<file path="src/rtl/cat_pkg.sv">
// Shared definitions for the packed-nibble link (packer and unpacker).
//
// A beat on the link is 4 bits:
//   [3]   frame start
//   [2:1] two bits of x, most significant pair first
//   [0]   one bit of y, most significant bit first
package cat_pkg;

  localparam int CAT_SOF_BIT = 3;
  localparam int CAT_X_MSB   = 2;
  localparam int CAT_X_LSB   = 1;
  localparam int CAT_Y_BIT   = 0;

  typedef enum logic [1:0] {
    IDLE,
    COLLECT,
    HOLD
  } state_t;

  // Beats per frame: each beat carries two x bits.
  function automatic int beats_per_frame(input int width);
    return width / 2;
  endfunction

endpackage

</file>
<file path="src/rtl/cat_unpacker.sv">
// cat_unpacker: reassembles x/y words from a stream of 4-bit packed beats.
//
// Ports:
//   clk        clock, all logic on the rising edge
//   rst        synchronous active-high reset
//   cat_valid  beat present
//   cat_ready  beat accepted when cat_valid & cat_ready (state-decoded, registered)
//   cat        beat: [3]=frame start, [2:1]=two x bits, [0]=one y bit
//   x          reassembled x word (WIDTH bits)
//   y          reassembled y bits, zero-extended above the N payload bits
//   out_valid  word available
//   out_ready  consumer accepts when out_valid & out_ready
//   err        one-cycle framing-error pulse, one cycle after the offending beat
//
// WIDTH must be even and >= 4, so a frame always has at least two beats.
module cat_unpacker
  import cat_pkg::*;
#(
  parameter int WIDTH = 8
) (
  input  logic             clk,
  input  logic             rst,
  input  logic             cat_valid,
  output logic             cat_ready,
  input  logic [3:0]       cat,
  output logic [WIDTH-1:0] x,
  output logic [WIDTH-1:0] y,
  output logic             out_valid,
  input  logic             out_ready,
  output logic             err
);

  localparam int N  = beats_per_frame(WIDTH);
  localparam int CW = (N > 1) ? $clog2(N) : 1;
  localparam logic [CW-1:0] LAST = CW'(N - 1);

  state_t        state;
  logic [CW-1:0] cnt;
  logic [N-1:0]  y_q;

  logic       beat_take;
  logic       beat_sof;
  logic [1:0] beat_x;
  logic       beat_y;

  assign beat_take = cat_valid & cat_ready;
  assign beat_sof  = cat[CAT_SOF_BIT];
  assign beat_x    = cat[CAT_X_MSB:CAT_X_LSB];
  assign beat_y    = cat[CAT_Y_BIT];

  assign y = {{(WIDTH - N){1'b0}}, y_q};

  // NOTE: every register here is written with <= so that all state updates
  // see the pre-edge values, exactly like the flops they describe.
  always_ff @(posedge clk) begin
    if (rst) begin
      state     <= IDLE;
      cnt       <= '0;
      x         <= '0;
      y_q       <= '0;
      out_valid <= 1'b0;
      cat_ready <= 1'b1;
      err       <= 1'b0;
    end else begin
      err <= 1'b0;
      case (state)
        IDLE: begin
          if (beat_take) begin
            if (beat_sof) begin
              // Older bits get shifted out over the frame, so no clear needed.
              x     <= {x[WIDTH-3:0], beat_x};
              y_q   <= {y_q[N-2:0], beat_y};
              cnt   <= CW'(1);
              state <= COLLECT;
            end else begin
              // Beat without a frame in progress: drop it and flag it.
              err <= 1'b1;
            end
          end
        end

        COLLECT: begin
          if (beat_take) begin
            x   <= {x[WIDTH-3:0], beat_x};
            y_q <= {y_q[N-2:0], beat_y};
            if (beat_sof) begin
              // Premature start: abandon the partial frame, this beat is beat 0.
              err <= 1'b1;
              cnt <= CW'(1);
            end else if (cnt == LAST) begin
              cnt       <= '0;
              state     <= HOLD;
              out_valid <= 1'b1;
              cat_ready <= 1'b0;
            end else begin
              cnt <= cnt + CW'(1);
            end
          end
        end

        HOLD: begin
          // x/y are left untouched after the handshake.
          if (out_ready) begin
            state     <= IDLE;
            out_valid <= 1'b0;
            cat_ready <= 1'b1;
          end
        end

        default: begin
          state     <= IDLE;
          cnt       <= '0;
          out_valid <= 1'b0;
          cat_ready <= 1'b1;
        end
      endcase
    end
  end

endmodule

</file>
<file path="config.mk">
export PLATFORM = sky130hd
export DESIGN_NAME = cat_unpacker
export DESIGN_NICKNAME = d
export VERILOG_FILES = /design/src/rtl/cat_pkg.sv /design/src/rtl/cat_unpacker.sv
export SDC_FILE = /design/constraint.sdc
export NUM_CORES = 1
export LEC_CHECK = 0
export BUFFER_PORTS_ARGS = -buffer_cell sky130_fd_sc_hd__buf_2
export CAP_MARGIN = 5
export CORE_MARGIN = 4
export CORE_UTILIZATION = 40
export CTS_CLUSTER_DIAMETER = 40
export DETAILED_ROUTE_END_ITERATION = 8
export GPL_TIMING_DRIVEN = 0
export PLACE_DENSITY = 0.61
export SKIP_CTS_REPAIR_TIMING = 1
export SLEW_MARGIN = 15
export SYNTH_ARGS = -nofsm -noshare
export SYNTH_HDL_FRONTEND = slang
export SYNTH_SLANG_ARGS = --single-unit
</file>
<file path="constraint.sdc">
create_clock -name clk -period 1.83 [get_ports clk]
set_input_delay 0.0915 -clock clk [delete_from_list [all_inputs] [get_ports clk]]
set_output_delay 0.0915 -clock clk [all_outputs]
set_load 0.1 [all_outputs]
</file>
==> reports/results.txt <==
Drt pass-1 iters: 4
Ys flop type: dfxtp_1
Flop2flop setup slack: 0.55 ns
Die Y: 54.09 microns
Worst EP required: 2.06 ns
Fin crit share: 0.6999
Crit-path cells: buf_6, and3b_2, o21a_1, buf_6, mux2i_1
Reg power frac: 0.526
Delay-heaviest family, CP: flip-flops
Setup Skew: 0.001485 ns
Number of buffers created by CTS: 3
Global route overflow: 0
Yosys reg bits: 19
Count leader, synth: dfxtp_1
Switching share of power: 0.3241
Max incr delay on CP: 0.32 ns
Synth cell count leaders: 19 x dfxtp_1, 16 x nand2b_1, 12 x mux2i_1
Min Tclk post-route: 1.281 ns
WS Path Type: reg -> reg
Pins Over Slew Limit: 0
Antenna Cells: 0
Via count: 661
Clock power share: 0.257
Unrepaired setup endpoints after global routing: false
P&R area growth vs syn: 21.65%
# H-tree levels: 1
Max VDD drop: 0.6677 mV
Starting DRT DRC Count: 5
Post-synth EDFFs: 0
Avg Synthesized Cell Area: 9.879 sq um
Synth top area share: 0.4477
Port bufs: 22
Int Power: 0.5522 mW
DRC Markers: 0
Netlist cell types: 25
CTS tree: done
Cells after Synth: 86
Area of the die: 2925 sq um
Synth Cell Area: 849.6 sq um
Post-DP Area: 1006 sq um
Final Hold Viols: 0
Wirelength per Cell: 10.76 microns
Final setup viols: 0
P_sw: 0.2648 mW
CP Max Fanout: 10
Hold Path Class: in -> reg
Fmax achieved: 0.7807 GHz
Slowest-stage cell, CP: dfxtp_1
Synth area leader: dfxtp_1
Worst setup SP type: flop
Dpl hpwl: 1167 microns
Vias in the first global route: 608
Sum of negative setup slack: 0 ns
Clock Tree Root: clkbuf_4
Core Area: 1982 sq um
Initial antenna violation count: 0
Maxcap violations: 0
Ys async rst share: 0
Fillcell total: 212
I/O pins: 27
Synth area leaders: dfxtp_1 45%, mux2i_1 14%, nand2b_1 12%
RePlAce Congestion: 0.7384
Status: finished, final reports clean
Clock Path Buffers: 2
Share of cells above drive strength 1: 0.3130
Synth Warn #: 0
Pwr/cell area: 790.6 nW/um^2
Routed wire length: 1528 microns
Crit end category: flop
Vias per cell: 4.655
Die X: 54.09 microns
Buffers & Inverters on Critical Path: 2
Clock slew at reported path FFs: 0.11 ns
Initial Utilization: 0.4287
Clock sink count: 19
Post-synthesis sequential area ratio: 0.4477
Leakage: 0.4762 nW
Worst Path Arrival: 1.51 ns
Total GRT Usage: 0.1162
Routed Antenna Nets: 0
Row Count: 16
Post-route total power: 0.8171 mW
Combinational share of power: 0.218
Finished Cell Area: 1033 sq um
Most used cell, CP: buf_6
Largest net degree at the start of global routing: 12
Clk_lat worst skew: 0.29 ns
Global-route wire length before repair: 2470 microns
Nets: 125
-- logic make-up after synthesis --
logic type	count (synthesis)	synth area share
xor+xnor	1	0.01031
fa+ha+maj	1	0.01473
compound gates	12	0.09279
buf+inv	11	0.08542
other cells	1	0.004414
flops	19	0.4477
simple gates	29	0.2032
mux	12	0.1414
-- worst paths after layout --
kind / from / to / cells past startpoint
min: cat[0] / y_q[0] / 3
min reg2reg: out_valid / out_valid / 2
max: state[1] / y_q[1] / 5
max reg2reg: state[1] / y_q[1] / 5
-- stage by stage --
stage               std cells  setup WS (ns)  hold slack (ns)    util
floorplan                  89         0.3124           0.2472       -
global placement          138         0.5801           0.3545  0.5076
detailed placement        138         0.5664           0.3642  0.5076
CTS                       142         0.5389          0.03748  0.5215
global route              142         0.4582          0.03933  0.5215
finish                    142         0.5491          0.04327  0.5215
-- power by group through the flow --
stage,registers [mW],clock network [mW],logic (mW)
after floorplan,0.495,0,0.0947
after global placement,0.439,0,0.178
after detailed placement,0.439,0,0.179
after CTS,0.430,0.219,0.179
after global routing,0.431,0.232,0.188
final,0.429,0.210,0.178
-- cell type report --
type / count / area, sq um / area share
Buffer: 9 / 65.06 / 0.06295
Clock buffer: 3 / 22.52 / 0.02179
Clock inverter: 1 / 5.005 / 0.004843
Inverter: 2 / 7.507 / 0.007264
Multi-Input combinational cell: 59 / 407.9 / 0.3947
Sequential cell: 19 / 381.6 / 0.3692
Tap cell: 27 / 33.78 / 0.03269
Timing Repair Buffer: 22 / 110.1 / 0.1065
-- sequential cells by signal (all words and copies together) (netlist names) --
| register | cells |
|---|---|
| x | 8 |
| y_q | 4 |
| cnt | 2 |
| state | 2 |
| cat_ready | 1 |
| err | 1 |
| out_valid | 1 |
-- worst reg2reg max path, stage by stage, from the launching register on --
cell	delay [ns]
dfxtp_1	0.32
buf_6	0.13
and3b_2	0.27
o21a_1	0.14
buf_6	0.17
mux2i_1	0.20
-- placed cells by master (no fill, tap or decap) --
master    netlist  routed
a32oi_1         2       2
clkbuf_1        2       2
nor3_1          1       1
mux2i_1        12      12
buf_6           2       2
buf_2           1      23
a221oi_1        1       1
nand3_1         3       3
nand2_1         2       2
nor2b_1         3       3
a221o_1         1       1
buf_4           4       4
o21ai_0         3       3
nand2b_1       16      16
xor2_1          1       1
dfxtp_2         0       1
clkbuf_4        0       3
a21oi_1         4       4
or2_2           1       1
dfxtp_1        19      18
nor2_1          1       1
inv_1           2       2
and3b_2         1       1
nor4_1          1       1
conb_1          1       4
o21a_1          1       1
ha_1            1       1
clkinv_2        0       1
-- metal layers --
metal | part of all wire | up-vias | global-route usage | wire length, microns
li1 | - | 342 | - | -
met3 | 0.063 | 2 | 0.04986 | 97
met5 | 0 | - | 0 | 0
met1 | 0.46 | 299 | 0.1348 | 696
met4 | 0.0079 | 0 | 0.01245 | 12
met2 | 0.47 | 18 | 0.2036 | 722
Note: power is estimated with default switching activity, not from simulation.
